--- config.mk ---
export PLATFORM = sky130hd
export DESIGN_NAME = buffer_link_tx
export DESIGN_NICKNAME = d
export VERILOG_FILES = /design/src/rtl/noc_pkg.sv /design/src/rtl/rr_arbiter.sv /design/src/rtl/buffer_link_tx.sv
export SDC_FILE = /design/constraint.sdc
export NUM_CORES = 1
export LEC_CHECK = 0
export CORE_MARGIN = 2
export CORE_UTILIZATION = 40
export CTS_CLUSTER_DIAMETER = 40
export CTS_CLUSTER_SIZE = 16
export DETAILED_ROUTE_END_ITERATION = 8
export GPL_ROUTABILITY_DRIVEN = 0
export PLACE_DENSITY_LB_ADDON = 0.25
export SKIP_LAST_GASP = 1
export SYNTH_ARGS = -nofsm -noshare
export SYNTH_HDL_FRONTEND = slang
export SYNTH_SLANG_ARGS = --single-unit
--- constraint.sdc ---
create_clock -name clk -period 2.97 [get_ports clk]
set_input_delay 0.594 -clock clk [delete_from_list [all_inputs] [get_ports clk]]
set_output_delay 0.594 -clock clk [all_outputs]
set_load 0.1 [all_outputs]
--- src/rtl/noc_pkg.sv ---
// Shared definitions for the link-side NoC blocks: FSM encodings, default widths,
// and a pointer-width helper.
package noc_pkg;

    localparam int unsigned DEFAULT_DATA_WIDTH = 64;

    typedef enum logic [1:0] {
        ST_IDLE  = 2'd0,
        ST_FETCH = 2'd1,
        ST_SEND  = 2'd2
    } state_e;

    // Ceiling log2 with a minimum of 1 so a single-source pointer still has a bit.
    function automatic int unsigned clog2_min1(input int unsigned n);
        int unsigned r;
        r = 1;
        while ((32'd1 << r) < n) begin
            r = r + 1;
        end
        return r;
    endfunction

endpackage

--- src/rtl/rr_arbiter.sv ---
// Combinational round-robin arbiter: grants the first requester after ptr,
// wrapping around, so the last winner has lowest priority next time.
module rr_arbiter
    import noc_pkg::*;
#(
    parameter int unsigned N     = 2,
    parameter int unsigned PTR_W = clog2_min1(N)
) (
    input  logic [N-1:0]     req,
    input  logic [PTR_W-1:0] ptr,
    input  logic             en,
    output logic [N-1:0]     grant_onehot,
    output logic [PTR_W-1:0] grant_idx,
    output logic             grant_valid
);

    // Two passes: indices above ptr first, then wrap to indices at or below ptr.
    always_comb begin
        grant_onehot = '0;
        grant_idx    = '0;
        grant_valid  = 1'b0;
        if (en) begin
            for (int i = 0; i < int'(N); i++) begin
                if (!grant_valid && (i > int'(ptr)) && req[i]) begin
                    grant_valid     = 1'b1;
                    grant_onehot[i] = 1'b1;
                    grant_idx       = PTR_W'(i);
                end
            end
            for (int i = 0; i < int'(N); i++) begin
                if (!grant_valid && (i <= int'(ptr)) && req[i]) begin
                    grant_valid     = 1'b1;
                    grant_onehot[i] = 1'b1;
                    grant_idx       = PTR_W'(i);
                end
            end
        end
    end

endmodule

--- src/rtl/buffer_link_tx.sv ---
// Drains NUM_SRC single-entry flit buffers round-robin and forwards one flit at a
// time onto the outbound link with a send/ready handshake.
module buffer_link_tx
    import noc_pkg::*;
#(
    parameter int unsigned DATA_WIDTH = DEFAULT_DATA_WIDTH,
    parameter int unsigned NUM_SRC    = 2,
    parameter int unsigned PTR_W      = clog2_min1(NUM_SRC)
) (
    input  logic                          clk,
    input  logic                          rst,
    input  logic [NUM_SRC-1:0]            src_empty,
    input  logic [NUM_SRC*DATA_WIDTH-1:0] src_data,
    output logic [NUM_SRC-1:0]            src_rd_en,
    output logic                          link_send,
    output logic [DATA_WIDTH-1:0]         link_data,
    input  logic                          link_ready,
    output logic                          busy
);

    state_e                 state_q, state_d;
    logic [PTR_W-1:0]       rr_ptr_q, rr_ptr_d;
    logic [PTR_W-1:0]       gsel_q, gsel_d;
    logic                   link_send_q, link_send_d;
    logic [DATA_WIDTH-1:0]  link_data_q, link_data_d;

    logic [NUM_SRC-1:0]     grant_onehot;
    logic [PTR_W-1:0]       grant_idx;
    logic                   grant_valid;
    logic [DATA_WIDTH-1:0]  src_words [NUM_SRC];

    for (genvar g = 0; g < int'(NUM_SRC); g++) begin : g_unpack
        assign src_words[g] = src_data[g*DATA_WIDTH +: DATA_WIDTH];
    end

    // Arbitration only happens in IDLE, so rd_en can never fire in FETCH/SEND.
    rr_arbiter #(
        .N     (NUM_SRC),
        .PTR_W (PTR_W)
    ) u_arb (
        .req          (~src_empty),
        .ptr          (rr_ptr_q),
        .en           (state_q == ST_IDLE),
        .grant_onehot (grant_onehot),
        .grant_idx    (grant_idx),
        .grant_valid  (grant_valid)
    );

    assign src_rd_en = grant_onehot;
    assign link_send = link_send_q;
    assign link_data = link_data_q;
    assign busy      = (state_q != ST_IDLE);

    // Next-state: read strobe in IDLE, capture buffer output in FETCH, hold in SEND.
    always_comb begin
        state_d     = state_q;
        rr_ptr_d    = rr_ptr_q;
        gsel_d      = gsel_q;
        link_send_d = link_send_q;
        link_data_d = link_data_q;
        unique case (state_q)
            ST_IDLE: begin
                if (grant_valid) begin
                    rr_ptr_d = grant_idx;
                    gsel_d   = grant_idx;
                    state_d  = ST_FETCH;
                end
            end
            ST_FETCH: begin
                link_data_d = src_words[gsel_q];
                link_send_d = 1'b1;
                state_d     = ST_SEND;
            end
            ST_SEND: begin
                // link_data is intentionally left holding the last flit.
                if (link_ready) begin
                    link_send_d = 1'b0;
                    state_d     = ST_IDLE;
                end
            end
            default: begin
                link_send_d = 1'b0;
                state_d     = ST_IDLE;
            end
        endcase
    end

    // State and output registers; rr_ptr resets to the last source so source 0 wins first.
    always_ff @(posedge clk or posedge rst) begin
        if (rst) begin
            state_q     <= ST_IDLE;
            rr_ptr_q    <= PTR_W'(NUM_SRC - 1);
            gsel_q      <= '0;
            link_send_q <= 1'b0;
            link_data_q <= '0;
        end else begin
            state_q     <= state_d;
            rr_ptr_q    <= rr_ptr_d;
            gsel_q      <= gsel_d;
            link_send_q <= link_send_d;
            link_data_q <= link_data_d;
        end
    end

endmodule

After elaboration in Yosys (flattened, before gate mapping)
Index checks and enable logic that the tools add are counted.
{ "word_totals": {"out_inout_bits": 68, "reg_bits": 69, "wordCells": 45, "in_bits": 133} }
{ "op_classes": {"order_cmp": 3, "n_eq_ne": 4, "bitwise_logic": 3, "reduce_logical": 11, "muxes": 19} }
{ "ops": {"columns": ["op", "count"], "rows": [
  ["64-bit 2-to-1 mux", 3],
  ["1-bit 2-to-1 mux", 11],
  ["2-bit 2-to-1 mux", 3],
  ["2-bit case mux with 3 select lines", 1],
  ["2-bit AND reduction", 3],
  ["1-bit logical AND", 4],
  ["2-bit inequality test (second input constant)", 2],
  ["1-bit case mux with 3 select lines", 1],
  ["2-bit by 1-bit == test with 1-bit output (second input constant)", 1],
  ["2-bit == test (second input constant)", 1],
  ["2-bit >= comparator (second input constant)", 1],
  ["1-bit logical NOT", 2],
  ["2-bit logical NOT", 1],
  ["1-bit inverter with 2-bit output", 1],
  ["2-bit inverter", 1],
  ["2-bit nonzero test", 1],
  ["1-bit greater-than comparator (first input constant)", 1],
  ["1-bit <= comparator (first input constant)", 1],
  ["1-bit inverter", 1]
]} }

Depth between registers and ports, before layout
Gate-level depths: netlist of the first run.
{ "depth": {"word_depth": 15, "mapped_depth": 4, "mapped_depth_nobuf": 2} }

Hierarchy
From an unflattened synthesis of the first run, not the netlist that was laid out.
{ "unflattened": {"hier_cells": 231, "hier_area_um2": 3812.4} }
{ "by_module_without_submodules": {"columns": ["mod", "area_each_um2", "instances", "seq_area_each_um2", "cells_each"], "rows": [
  ["buffer_link_tx", 3778.6, 1, 1727.9, 224],
  ["rr_arbiter", 33.8, 1, 0.0, 7]
]} }

Worst setup path after synthesis of the first run
Ideal clock, no wire load.
{ "synth_path": {"path_type": "input port to output port", "start": "input port src_empty[1]", "end": "output port src_rd_en[1]", "setup_slack_ns": -0.651, "stages": 2, "required_time_ns": 2.376, "arrival_time_ns": 3.027, "path_buffers": 0, "path_cell_list": "nor3_1 > a21boi_0"} }
{ "synth_via": {"elab_chain_len": 13} }
{ "synth_lines": {"columns": ["item", "line", "rtl"], "rows": [
  ["start: declaration", "buffer_link_tx.sv:12", "input logic [NUM_SRC-1:0] src_empty,"],
  ["2-bit inverter (*)", "buffer_link_tx.sv:41", ".req (~src_empty),"],
  ["1-bit logical AND", "rr_arbiter.sv:24", "if (!grant_valid && (i > int'(ptr)) && req[i]) begin"],
  ["1-bit 2-to-1 mux", "rr_arbiter.sv:24", null],
  ["1-bit 2-to-1 mux", "rr_arbiter.sv:22", "if (en) begin"],
  ["1-bit logical NOT", "rr_arbiter.sv:31", "if (!grant_valid && (i <= int'(ptr)) && req[i]) begin"],
  ["1-bit logical AND", "rr_arbiter.sv:31", null],
  ["1-bit 2-to-1 mux", "rr_arbiter.sv:31", null],
  ["1-bit 2-to-1 mux", "rr_arbiter.sv:22", null],
  ["1-bit logical NOT", "rr_arbiter.sv:31", null],
  ["1-bit logical AND (2 in a row)", "rr_arbiter.sv:31", null],
  ["1-bit 2-to-1 mux (*)", "rr_arbiter.sv:31", null],
  ["2-bit 2-to-1 mux (*)", "rr_arbiter.sv:22", null],
  ["end: declaration", "buffer_link_tx.sv:14", "output logic [NUM_SRC-1:0] src_rd_en,"]
]} }
Every way passes the cells marked *; elsewhere a longest branch is shown, timed or not. The select of a mux whose other input is x is not followed.

Worst setup path in the final report of the first run
{ "layout_path": {"start": "input port src_empty[0]", "end": "output port src_rd_en[0]"} }
{ "layout_via": {"elab_chain_len": 4} }
{ "layout_lines": {"columns": ["item", "line"], "rows": [
  ["2-bit inverter", "buffer_link_tx.sv:41"],
  ["1-bit logical AND", "rr_arbiter.sv:31"],
  ["1-bit 2-to-1 mux", "rr_arbiter.sv:31"],
  ["2-bit 2-to-1 mux", "rr_arbiter.sv:22"]
]} }
No other way between the ends.

==> impl.org, run 1 <==
** Layout
- Area occupied by multi-input gates :: 1900 µm²
- Layout cell share with drive strength beyond 1 :: 0.513
- Across the whole layout, storage elements account for about 1700 µm².
- Counting the fill cells in the layout gives between 700 and 800.
- Final non-filler cell area :: ~6000 µm²
- Compared with the post-synthesis result, the final layout area differs by 57.4%.
- The library cell used most frequently in the layout, excluding fill and tap cells, is clkdlybuf4s50_1.
- In the layout the commonest cells are clkdlybuf4s50_1, mux2_4, buf_4.
- Count of antenna diodes in the layout :: 0
- Final-stage net count :: between 500 and 600

** Route
- Number of nets with antenna violations after detailed routing :: 0
- Number of violations reported at the end of detailed-routing iteration 0 :: 21
- Total wire length after detailed routing :: about 8800 µm
- DRT Pass-1 Iters :: 4
- Average wire per standard cell :: 15.6 µm
- Number of vias per cell after detailed routing :: 4.61
- Number of remaining DRC errors :: 0
- The routed layout has 2602 vias.

** Clock network
- Clock latency on the worst-skew pair, taken at its later pin, is about 0.33 ns.
- Number of cells upsized or downsized after cts :: 0
- The H-tree was split into 3 levels.
- CTS tree :: done
- Hold repair after CTS inserted 0 buffers.
- Clock buffer depth :: 2
- Once the clock tree was built, the setup fixing pass inserted 0 buffers.
- Clock-pin slew was measured on the worst setup and hold paths at approximately 0.07 ns.
- Number of buffers created by CTS :: 9
- Clock tree synthesis found a total of just under 70 sinks.
- Cell at the root of the clock tree :: clkbuf_8

** Setup path
- CP max stage delay :: about 0.45 ns
- Critical path arrival :: 1.83 ns
- For the worst setup path, the data required time is about 2.4 ns.
- The number of buffers and inverters on the critical path is 2.
- The kind of cell with the highest combined delay along the critical path is buffers and inverters.
- STA classifies the critical path endpoint as an output port.
- Worst setup SP type :: input pin
- Kind of critical path :: input pin to output port
- Critical-path top delay cell :: clkdlybuf4s50_1
- Walking the worst path, the cells encountered are clkdlybuf4s50_1, or3_1, nor2_1, buf_12.
- Maximum fanout along the worst path :: 3

** Global routing
- Maximum number of pins on one net before global-route repair :: 38
- Global routing usage summed across all routing layers :: 0.172
- The number of global-route vias before repair came to between 2000 and 3000.
- Wire length of the first global-routing pass :: 13800 µm
- Global route total overflow :: 0
- Number of antenna violations at the first check in global routing :: 0

** Floorplan
- Full die area :: between 10000 and 15000 µm²
- DIE WIDTH :: slightly above 100 µm
- Placement row count :: 35
- Effective utilization at floorplan :: 0.411
- In this run the vertical extent of the chip is 101 µm.
- The core region is ~9200 µm².
- Boundary pin count :: ~200

** STA
- Across the routed clock network, the largest skew measured is 0.0104 ns.
- The clock period could shrink to 2.42 ns.
- In this run the tightest slew margin relative to its limit is 0.558.
- Max-slew violations :: 0
- The number of endpoints with negative hold slack in the final report is 0.
- Dividing the final minimum period by the clock period gives 0.815.
- Setup repair after global routing left no endpoint under its margin.
- Maximum frequency from static timing analysis :: 413 MHz
- Setup total negative slack on the finished layout was measured at 0 ns.
- Setup violations remaining at the end of the flow were counted as 0.
- At the pin with the least slew margin, the transition time is 0.663 ns.

** Logic synthesis
- Multiplexer area fraction after synthesis :: 0.479
- The synthesized design contains roughly 70 register bits.
- The Yosys step of the flow raised 0 warnings.
- Synthesis handed over a netlist of 227 instances.
- Of the post-synthesis cell area, the dominant cell type holds 0.448.
- In the post-synthesis netlist, the biggest area contributors are dfrtp_1, mux2_4, mux2_2.
- Of the total synthesized cell area, the portion taken by XOR and XNOR cells is 0.
- The complex-gate fraction of the synthesized area is 0.0109.
- By area, the combinational part of the netlist is dominated by multiplexers.
- After synthesis the cells add up to around 3800 µm².
- Summed over all instances, the cell type with the most area after synthesis is dfrtp_1.
- Cell variety after synth :: 19
- Seq/Total Area, Yosys :: 0.455
- Area share of fa/ha/maj cells after synthesis :: 0
- Share of synthesized cell area in and, or, nand and nor gates :: 0.00988
- Net count after synthesis :: 360
- Post-synthesis area per instance :: roughly 17 µm²

** Placement
- Detailed placement finished with a half-perimeter wire length of 6740 µm.
- Cell Area, Placed :: about 5700 µm²
- During placement, the flow inserted port buffers numbering 200.

** Run
- Max_cap viols :: 0

** Status
- The flow ran to the end, and the final reports show no timing, DRC or antenna violations.

** Worst hold path
- The tightest min-delay check is of the flop to flop type.
## flip-flops by register name (all words and copies together), names as in the netlist
name	count
gsel_q	1
rr_ptr_q	1
link_send	1
link_data	64
state_q	2
## area by class of cell
cell class,instances,area share
tap,129,0.0270
inverter,2,0.00126
sequential,69,0.290
timing repair buffer,206,0.320
clock buffer,13,0.0283
multi-input combinational,142,0.319
clock inverter,3,0.0151
## Yosys cell counts, drive strengths merged
| cell | n |
|---|---|
| a21boi | 1 |
| a21o | 1 |
| a21oi | 1 |
| buf | 14 |
| dfrtp | 68 |
| dfstp | 1 |
| inv | 2 |
| mux2 | 129 |
| nor2 | 3 |
| nor2b | 1 |
| nor3 | 1 |
| o21a | 1 |
| o21ai | 1 |
| o22a | 1 |
| or2 | 1 |
| or3 | 1 |
## path summary, 6_finish.rpt
path / from / to / slack, ns / cells past startpoint
max: src_empty[0] / src_rd_en[0] / 0.55 / 4
min: link_send / link_send / 0.51 / 1
max reg2reg: gsel_q / link_data[61] / 1.17 / 3
min reg2reg: link_send / link_send / 0.51 / 1
max in group asynchronous: rst / rr_ptr_q / 1.62 / 3
min in group asynchronous: rst / link_data[20] / 0.61 / 2
## worst register-to-register path: stages (launching register included)
cell and delay, ns:
dfrtp_4 0.68, buf_12 0.34, mux2_2 0.40, mux2_2 0.26
## per-layer routing
metal  vias up  wire length, µm  track usage
li1       1219                -            -
met1      1240             3610        0.210
met2       132             4250        0.289
met3        11              797       0.0545
met4         0              119       0.0593
met5         -                0            0
## stage by stage
stage	hold slack [ns]	cells	setup slack, ns	utilization
floorplan	0.533	227	0.0772	-
global placement	0.465	548	0.582	0.619
detailed placement	0.493	548	0.550	0.619
CTS	0.512	564	0.546	0.647
global route	0.519	564	0.493	0.647
finish	0.506	564	0.550	0.647
## logic make-up after synthesis
family / Yosys count
AO/OA/AOI/OAI: 6
buffers and inverters: 16
flip-flops: 69
multiplexers: 129
AND/OR/NAND/NOR: 7
Power of run 1 is not shown: default switching activity piles up to over one toggle a cycle in this logic, so the estimate is an artifact.
==> run 2: changes to the inputs <==
==> constraint.sdc (replaced) <==
create_clock -name clk -period 2.5 [get_ports clk]
set_input_delay 0.5 -clock clk [delete_from_list [all_inputs] [get_ports clk]]
set_output_delay 0.5 -clock clk [all_outputs]
set_load 0.1 [all_outputs]
==> run 2 against run 1 <==
- global-route usage rose by 0.089 points
- final cell count fell by 0.35%
- worst setup slack got worse by 0.23 ns
- clock skew barely moved
- critical path type unchanged
- critical endpoint is now src_rd_en[1]
- highest routed layer unchanged
==> impl.org, run 2 (synthesis gave the netlist of run 1 again) <==
** Status
- The flow ran to the end, and the final reports show no timing, DRC or antenna violations.

** Setup path
- The worst-case register-to-register setup slack came to 0.76 ns (-0.41 ns).
- Worst R2R End :: link_data[61]
- Required time at the worst-slack endpoint :: 2.00 ns (-0.38 ns)
- Kind of critical path :: input pin to output port
- Maximum fanout along the worst path :: 3 (unchanged)
- Critical path arrival :: 1.68 ns (-0.15 ns)
- The worst setup path is captured at an output port.
- Worst setup SP type :: input pin
- The startpoint identified for the worst register-to-register timing path is gsel_q.
- The path depth of the worst reg2reg path was 3 (unchanged).

** Global routing
- Wire length of the first global-routing pass :: 13800 µm (+0.20%)
- The total routing usage reported by global routing was 0.173 (+0.000889).
- The number of global-route vias before repair was 2770 (+0.14%).
- The initial antenna violation count is 0 (unchanged).
- The pin count of the biggest net entering global routing was 65 (+71%).
- The total global routing overflow came to 0 (unchanged).

** Clock network
- Clock transition time at the flip-flop clock pins of the worst setup and hold paths :: 0.07 ns (about the same)
- The post-cts resize count is 0 (unchanged).
- The root buffer cell chosen for the clock tree is clkbuf_8.
- Clock insertion delay at the later pin of the skew report :: 0.33 ns (about the same)
- The maximum buffer depth of the clock tree was 2 (unchanged).
- The CTS sink count came to 69 (unchanged).
- TritonCTS built the clock tree.
- Number of levels the H-tree was split into :: 3 (unchanged)
- The count of hold-fix buffers inserted at cts was 0 (unchanged).
- Number of buffers created by CTS :: 9 (unchanged)
- The number of setup buffers added after CTS is 0 (unchanged).

** STA
- Setup repair after global routing missed its margin :: no
- Relative slew slack :: 0.665 (+0.107)
- After layout, the minimum clock period comes to about 2.2 ns.
- In the finished design, the share of the clock period the worst path needs comes to 0.871.
- Final hold vios :: 0 (unchanged)
- The final number of setup-violating endpoints was 0 (unchanged).
- Derived from the worst setup path, the maximum achievable clock frequency is between 400 and 500 MHz.
- Slew @ Worst Pin :: 0.502 ns (-0.161 ns)
- Max-slew violations :: 0 (unchanged)
- The total negative setup slack came to 0 ns (unchanged).
- Clock skew after layout :: 0.0100 ns (-0.000433 ns)

** Layout
- Leading cell types in the layout, fill and taps excluded :: clkdlybuf4s50_1, mux2_4, dfrtp_1, buf_4, mux2_2
- The flip-flop count of the largest register, all copies and words added was 64 (unchanged).
- Final-stage net count :: 562 (-0.18%)
- The library cell used most frequently in the layout, excluding fill and tap cells, is clkdlybuf4s50_1.
- Area growth from synthesis to layout :: 56.0%
- Count of antenna diodes in the layout :: 0 (unchanged)
- Layout cell share with drive strength beyond 1 :: 0.513 (about the same)

** Worst hold path
- Hold path depth :: 1 (unchanged)
- Type of the most critical hold path :: flop to flop
- In this run the most critical hold path is launched from link_send.
- Endpoint of the worst hold-timing path :: link_send

** Placement
- Port bufs :: 200 (unchanged)
- Detailed-placement wirelength estimate :: 6700 µm (-0.55%)

** Route
- Number of vias per cell after detailed routing :: 4.69 (+1.6%)
- Number of violations reported at the end of detailed-routing iteration 0 :: 31 (+48%)
- The detailed-route wire length per cell came to 15.9 µm (+2.1%).
- The number of design rule violations left after detail routing was 0 (unchanged).
- Total wire length after detailed routing :: 8930 µm (+1.8%)
- Via Count :: 2633 (+1.2%)
- The number of antenna-violating nets in the routed design was 0 (unchanged).
- DRT Pass-1 Iters :: 4 (unchanged)

** Run
- Max_cap viols :: 0 (unchanged)

** Floorplan
- Boundary pin count :: 201 (unchanged)
- Effective utilization at floorplan :: 0.411 (unchanged)
- Full die area :: 10300 µm² (unchanged)
- The row count is 35 (unchanged).
- The core footprint is 9240 µm² (unchanged).
- The die height came to 101 µm (unchanged).
- The chip width is 101 µm (unchanged).
## run 2: cell count changes in the layout (fill, tap and decap cells not counted), moves of 2 or more
cell       previous run  this run
clkinv_2              0         2
buf_4                71        67
buf_12                3         6
bufinv_16             3         0
## run 2: through the flow
step | setup slack (ns) | instance area (µm²) | std cells | hold WS [ns] | utilization
2_1_floorplan | 0.262 | 3800 | 227 | 0.533 | -
3_3_place_gp | 0.351 | 5760 | 547 | 0.475 | 0.623
3_5_place_dp | 0.330 | 5760 | 547 | 0.476 | 0.623
4_1_cts | 0.311 | 5920 | 562 | 0.504 | 0.641
5_1_grt | 0.179 | 5920 | 562 | 0.519 | 0.641
6_report | 0.323 | 5920 | 562 | 0.493 | 0.641
## run 2: cell type report
type	count	area (µm²)
repair buffers	205	1940
multi-input cells	142	1910
clock buffers	13	159
clock inverters	2	10.0
flip-flops and latches	69	1730
fillers	698	3320
well taps	129	161
inverters	2	7.51
## run 2: routing by layer
metal  routed length, µm  vias up  global-route usage  part of all wire
li1                    -     1221                   -                 -
met3                 799       16              0.0559             0.090
met2                4180      131               0.274              0.47
met5                   0        -                   0                 0
met1                3770     1265               0.223              0.42
met4                 174        0              0.0655             0.019
## run 2: worst max-delay path by stage
stage | from | to | slack, ns | cells after the start
after CTS | src_empty[1] | src_rd_en[1] | 0.31 | 4
after detailed placement | src_empty[1] | src_rd_en[1] | 0.33 | 4
after global placement | src_empty[0] | src_rd_en[0] | 0.35 | 4
final | src_empty[1] | src_rd_en[1] | 0.32 | 4
after global routing | src_empty[1] | src_rd_en[1] | 0.18 | 4
after floorplan | rst | gsel_q | 0.26 | 1
## run 2: worst max-delay path, cell delays in order
cell and delay, ns:
clkdlybuf4s50_1 0.44, nor3_1 0.28, a21boi_2 0.26, buf_12 0.19
Power of run 2 is left out for the same reason.
==> run 3: changes to the inputs <==
--- a/config.mk
+++ b/config.mk
@@ -5,13 +5,14 @@
 export SDC_FILE = /design/constraint.sdc
 export NUM_CORES = 1
 export LEC_CHECK = 0
+export CAP_MARGIN = 20
 export CORE_MARGIN = 2
 export CORE_UTILIZATION = 40
 export CTS_CLUSTER_DIAMETER = 40
 export CTS_CLUSTER_SIZE = 16
 export DETAILED_ROUTE_END_ITERATION = 8
 export GPL_ROUTABILITY_DRIVEN = 0
-export PLACE_DENSITY_LB_ADDON = 0.25
+export PLACE_DENSITY = 0.81
 export SKIP_LAST_GASP = 1
 export SYNTH_ARGS = -nofsm -noshare
 export SYNTH_HDL_FRONTEND = slang
==> run 3 against run 2 <==
- sequential share of layout area down 0.098 points
- core utilization up 0.22 points
- first-iteration DRC count up 94%
- global-route usage down 0.48 points
- via count down 0.38%
- maximum frequency down 0.41%
- non-clock buffer count unchanged
- critical path depth unchanged
- worst setup slack worse by 0.0090 ns
- routed wire length down 2.5%
- clock skew about the same
- die area unchanged
- critical path type unchanged
- critical endpoint is now src_rd_en[0]
- largest cell class unchanged
- highest routed layer unchanged
==> impl.org, run 3 (synthesis gave the netlist of run 1 again) <==
** STA
- Final critical-path share of the clock period :: 0.875 (+0.00362)
- The final number of setup-violating endpoints was 0 (unchanged).
- The slew at the pin with the worst max-slew slack is 0.592 ns (+0.0901 ns).
- The worst-case headroom to the max-slew limit came to 0.605 (-0.0601).
- Setup repair after global routing missed its margin :: no
- The final max-slew violation count came to 0 (unchanged).
- The maximum operating frequency is 457 MHz (-0.41%).
- Tmin final :: 2.19 ns (+0.00905 ns)
- The total negative setup slack was 0 ns (unchanged).
- Clock skew after layout :: 0.0102 ns (+0.000157 ns)
- The number of endpoints with negative hold slack in the final report came to 0 (unchanged).

** Setup path
- Required time at the worst-slack endpoint :: 2.00 ns (about the same)
- Worst setup SP type :: input pin
- Worst R2R End :: link_data[52]
- Maximum fanout along the worst path :: 3 (unchanged)
- The worst-case register-to-register setup slack was 0.75 ns (about the same).
- The critical path in this run is classified as input pin to output port.
- In this run the critical register-to-register path is launched from gsel_q.
- Critical path capture point type :: output port
- Critical path arrival :: 1.69 ns (about the same)
- Depth of the worst register-to-register path :: 3 (unchanged)
- In this run the worst setup path terminates at src_rd_en[0].
- Tracing the worst setup path back leads to its startpoint at src_empty[0].

** Layout
- Layout filler cell count :: 707 (+1.3%)
- The design area is 5940 µm² (+0.34%).
- The flip-flop count of the largest register, all copies and words added is 64 (unchanged).
- Final-stage net count :: 562 (unchanged)
- Leaving out fill and tap cells, the most frequent cells in the layout are clkdlybuf4s50_1, mux2_4, buf_4.
- The area occupied by registers is 1730 µm² (unchanged).
- The area growth from synthesis to layout is 56.5%.
- Leaving out fill and tap cells, the most frequent cell in the layout is clkdlybuf4s50_1.
- Count of antenna diodes in the layout :: 0 (unchanged)
- Layout cell share with drive strength beyond 1 :: 0.515 (+0.00231)
- The area of combinational cells with multiple inputs was 1910 µm² (unchanged).

** Clock network
- The maximum buffer depth of the clock tree came to 2 (unchanged).
- The CTS sink count is 69 (unchanged).
- Clock transition time at the flip-flop clock pins of the worst setup and hold paths :: 0.07 ns (about the same)
- CTS Hold Bufs :: 0 (unchanged)
- The post-cts resize count was 0 (unchanged).
- The number of H-tree branching levels is 3 (unchanged).
- Number of buffers created by CTS :: 9 (unchanged)
- TritonCTS built the clock tree.
- Post-CTS setup repair buffer count :: 0 (unchanged)
- CTS placed an instance of clkbuf_8 at the clock tree root.
- The clock insertion delay at the later pin of the skew report was 0.33 ns (about the same).

** Placement
- The HPWL after detailed placement came to 6690 µm (-0.12%).
- Cell Area, Placed :: 5730 µm² (-0.43%)
- The number of buffers added on ports is 200 (unchanged).

** Route
- The total via count in the routed design is 2623 (-0.38%).
- The number of design rule violations left after detail routing came to 0 (unchanged).
- Number of vias per cell after detailed routing :: 4.67 (-0.38%)
- The DRC violation total after the first TritonRoute iteration was 60 (+94%).
- The total detailed-routing wirelength came to 8710 µm (-2.5%).
- Number of nets with antenna violations after detailed routing :: 0 (unchanged)
- Average wire per standard cell :: 15.5 µm (-2.5%)
- The first-pass iteration count of the detailed router came to 3 (-1).

** Floorplan
- Placement row count :: 35 (unchanged)
- DIE WIDTH :: 101 µm (unchanged)
- The effective utilization at floorplan is 0.411 (unchanged).
- The die area was 10300 µm² (unchanged).
- Die Y-Extent :: 101 µm (unchanged)
- Core outline area :: 9240 µm² (unchanged)
- Boundary pin count :: 201 (unchanged)

** Run
- The number of maximum-capacitance violations is 0 (unchanged).

** Global routing
- Number of antenna violations at the first check in global routing :: 0 (unchanged)
- Global routing usage summed across all routing layers :: 0.168 (-0.00481)
- The total global routing overflow is 0 (unchanged).
- The number of global-route vias before repair came to 2816 (+1.7%).
- The pin count of the biggest net entering global routing was 66 (+1.5%).
- The wire length of the first global-routing pass is 13600 µm (-0.95%).

** Status
- The flow ran to the end, and the final reports show no timing, DRC or antenna violations.

** Worst hold path
- Type of the most critical hold path :: flop to flop
## run 3: changes by cell type in the layout (fill, tap and decap cells not counted), sizes merged
| cell | previous run | this run |
|---|---|---|
| bufinv | 0 | 2 |
| clkinvlp | 0 | 1 |
| clkbuf | 13 | 11 |
| clkinv | 2 | 1 |
## run 3: per-stage QoR
| step | util | hold slack (ns) | worst slack (ns) | instances |
|---|---|---|---|---|
| after detailed placement | 0.620 | 0.494 | 0.307 | 547 |
| after CTS | 0.643 | 0.510 | 0.304 | 562 |
| after global routing | 0.643 | 0.527 | 0.253 | 562 |
| after floorplan | - | 0.533 | 0.262 | 227 |
| final | 0.643 | 0.499 | 0.314 | 562 |
| after global placement | 0.620 | 0.466 | 0.348 | 547 |
## run 3: worst min-delay path by stage
stage                     to  depth (start not counted)          start
5_1_grt        link_data[61]                          1  link_data[61]
4_1_cts            link_send                          1      link_send
2_1_floorplan     state_q[1]                          1     state_q[1]
6_report           link_send                          1      link_send
3_5_place_dp       link_send                          1      link_send
3_3_place_gp       link_send                          1      link_send
## run 3: critical path: stages
cell,delay (ns)
clkdlybuf4s50_1,0.44
or3_1,0.38
nor2_2,0.18
buf_12,0.19
## run 3: metal layers
layer | share of wire | global-route usage | wire (µm) | vias up
li1 | - | - | - | 1218
met1 | 0.40 | 0.203 | 3490 | 1285
met2 | 0.51 | 0.291 | 4470 | 110
met3 | 0.071 | 0.0469 | 621 | 10
met4 | 0.014 | 0.0561 | 120 | 0
met5 | 0 | 0 | 0 | -
## run 3: layout make-up
cell class | instances | area share
repair buffers | 205 | 0.323
multi-input cells | 142 | 0.321
inverters | 2 | 0.00126
clock buffers | 11 | 0.0238
clock inverters | 4 | 0.0122
flip-flops and latches | 69 | 0.291
well taps | 129 | 0.0272
Power of run 3 is left out for the same reason.
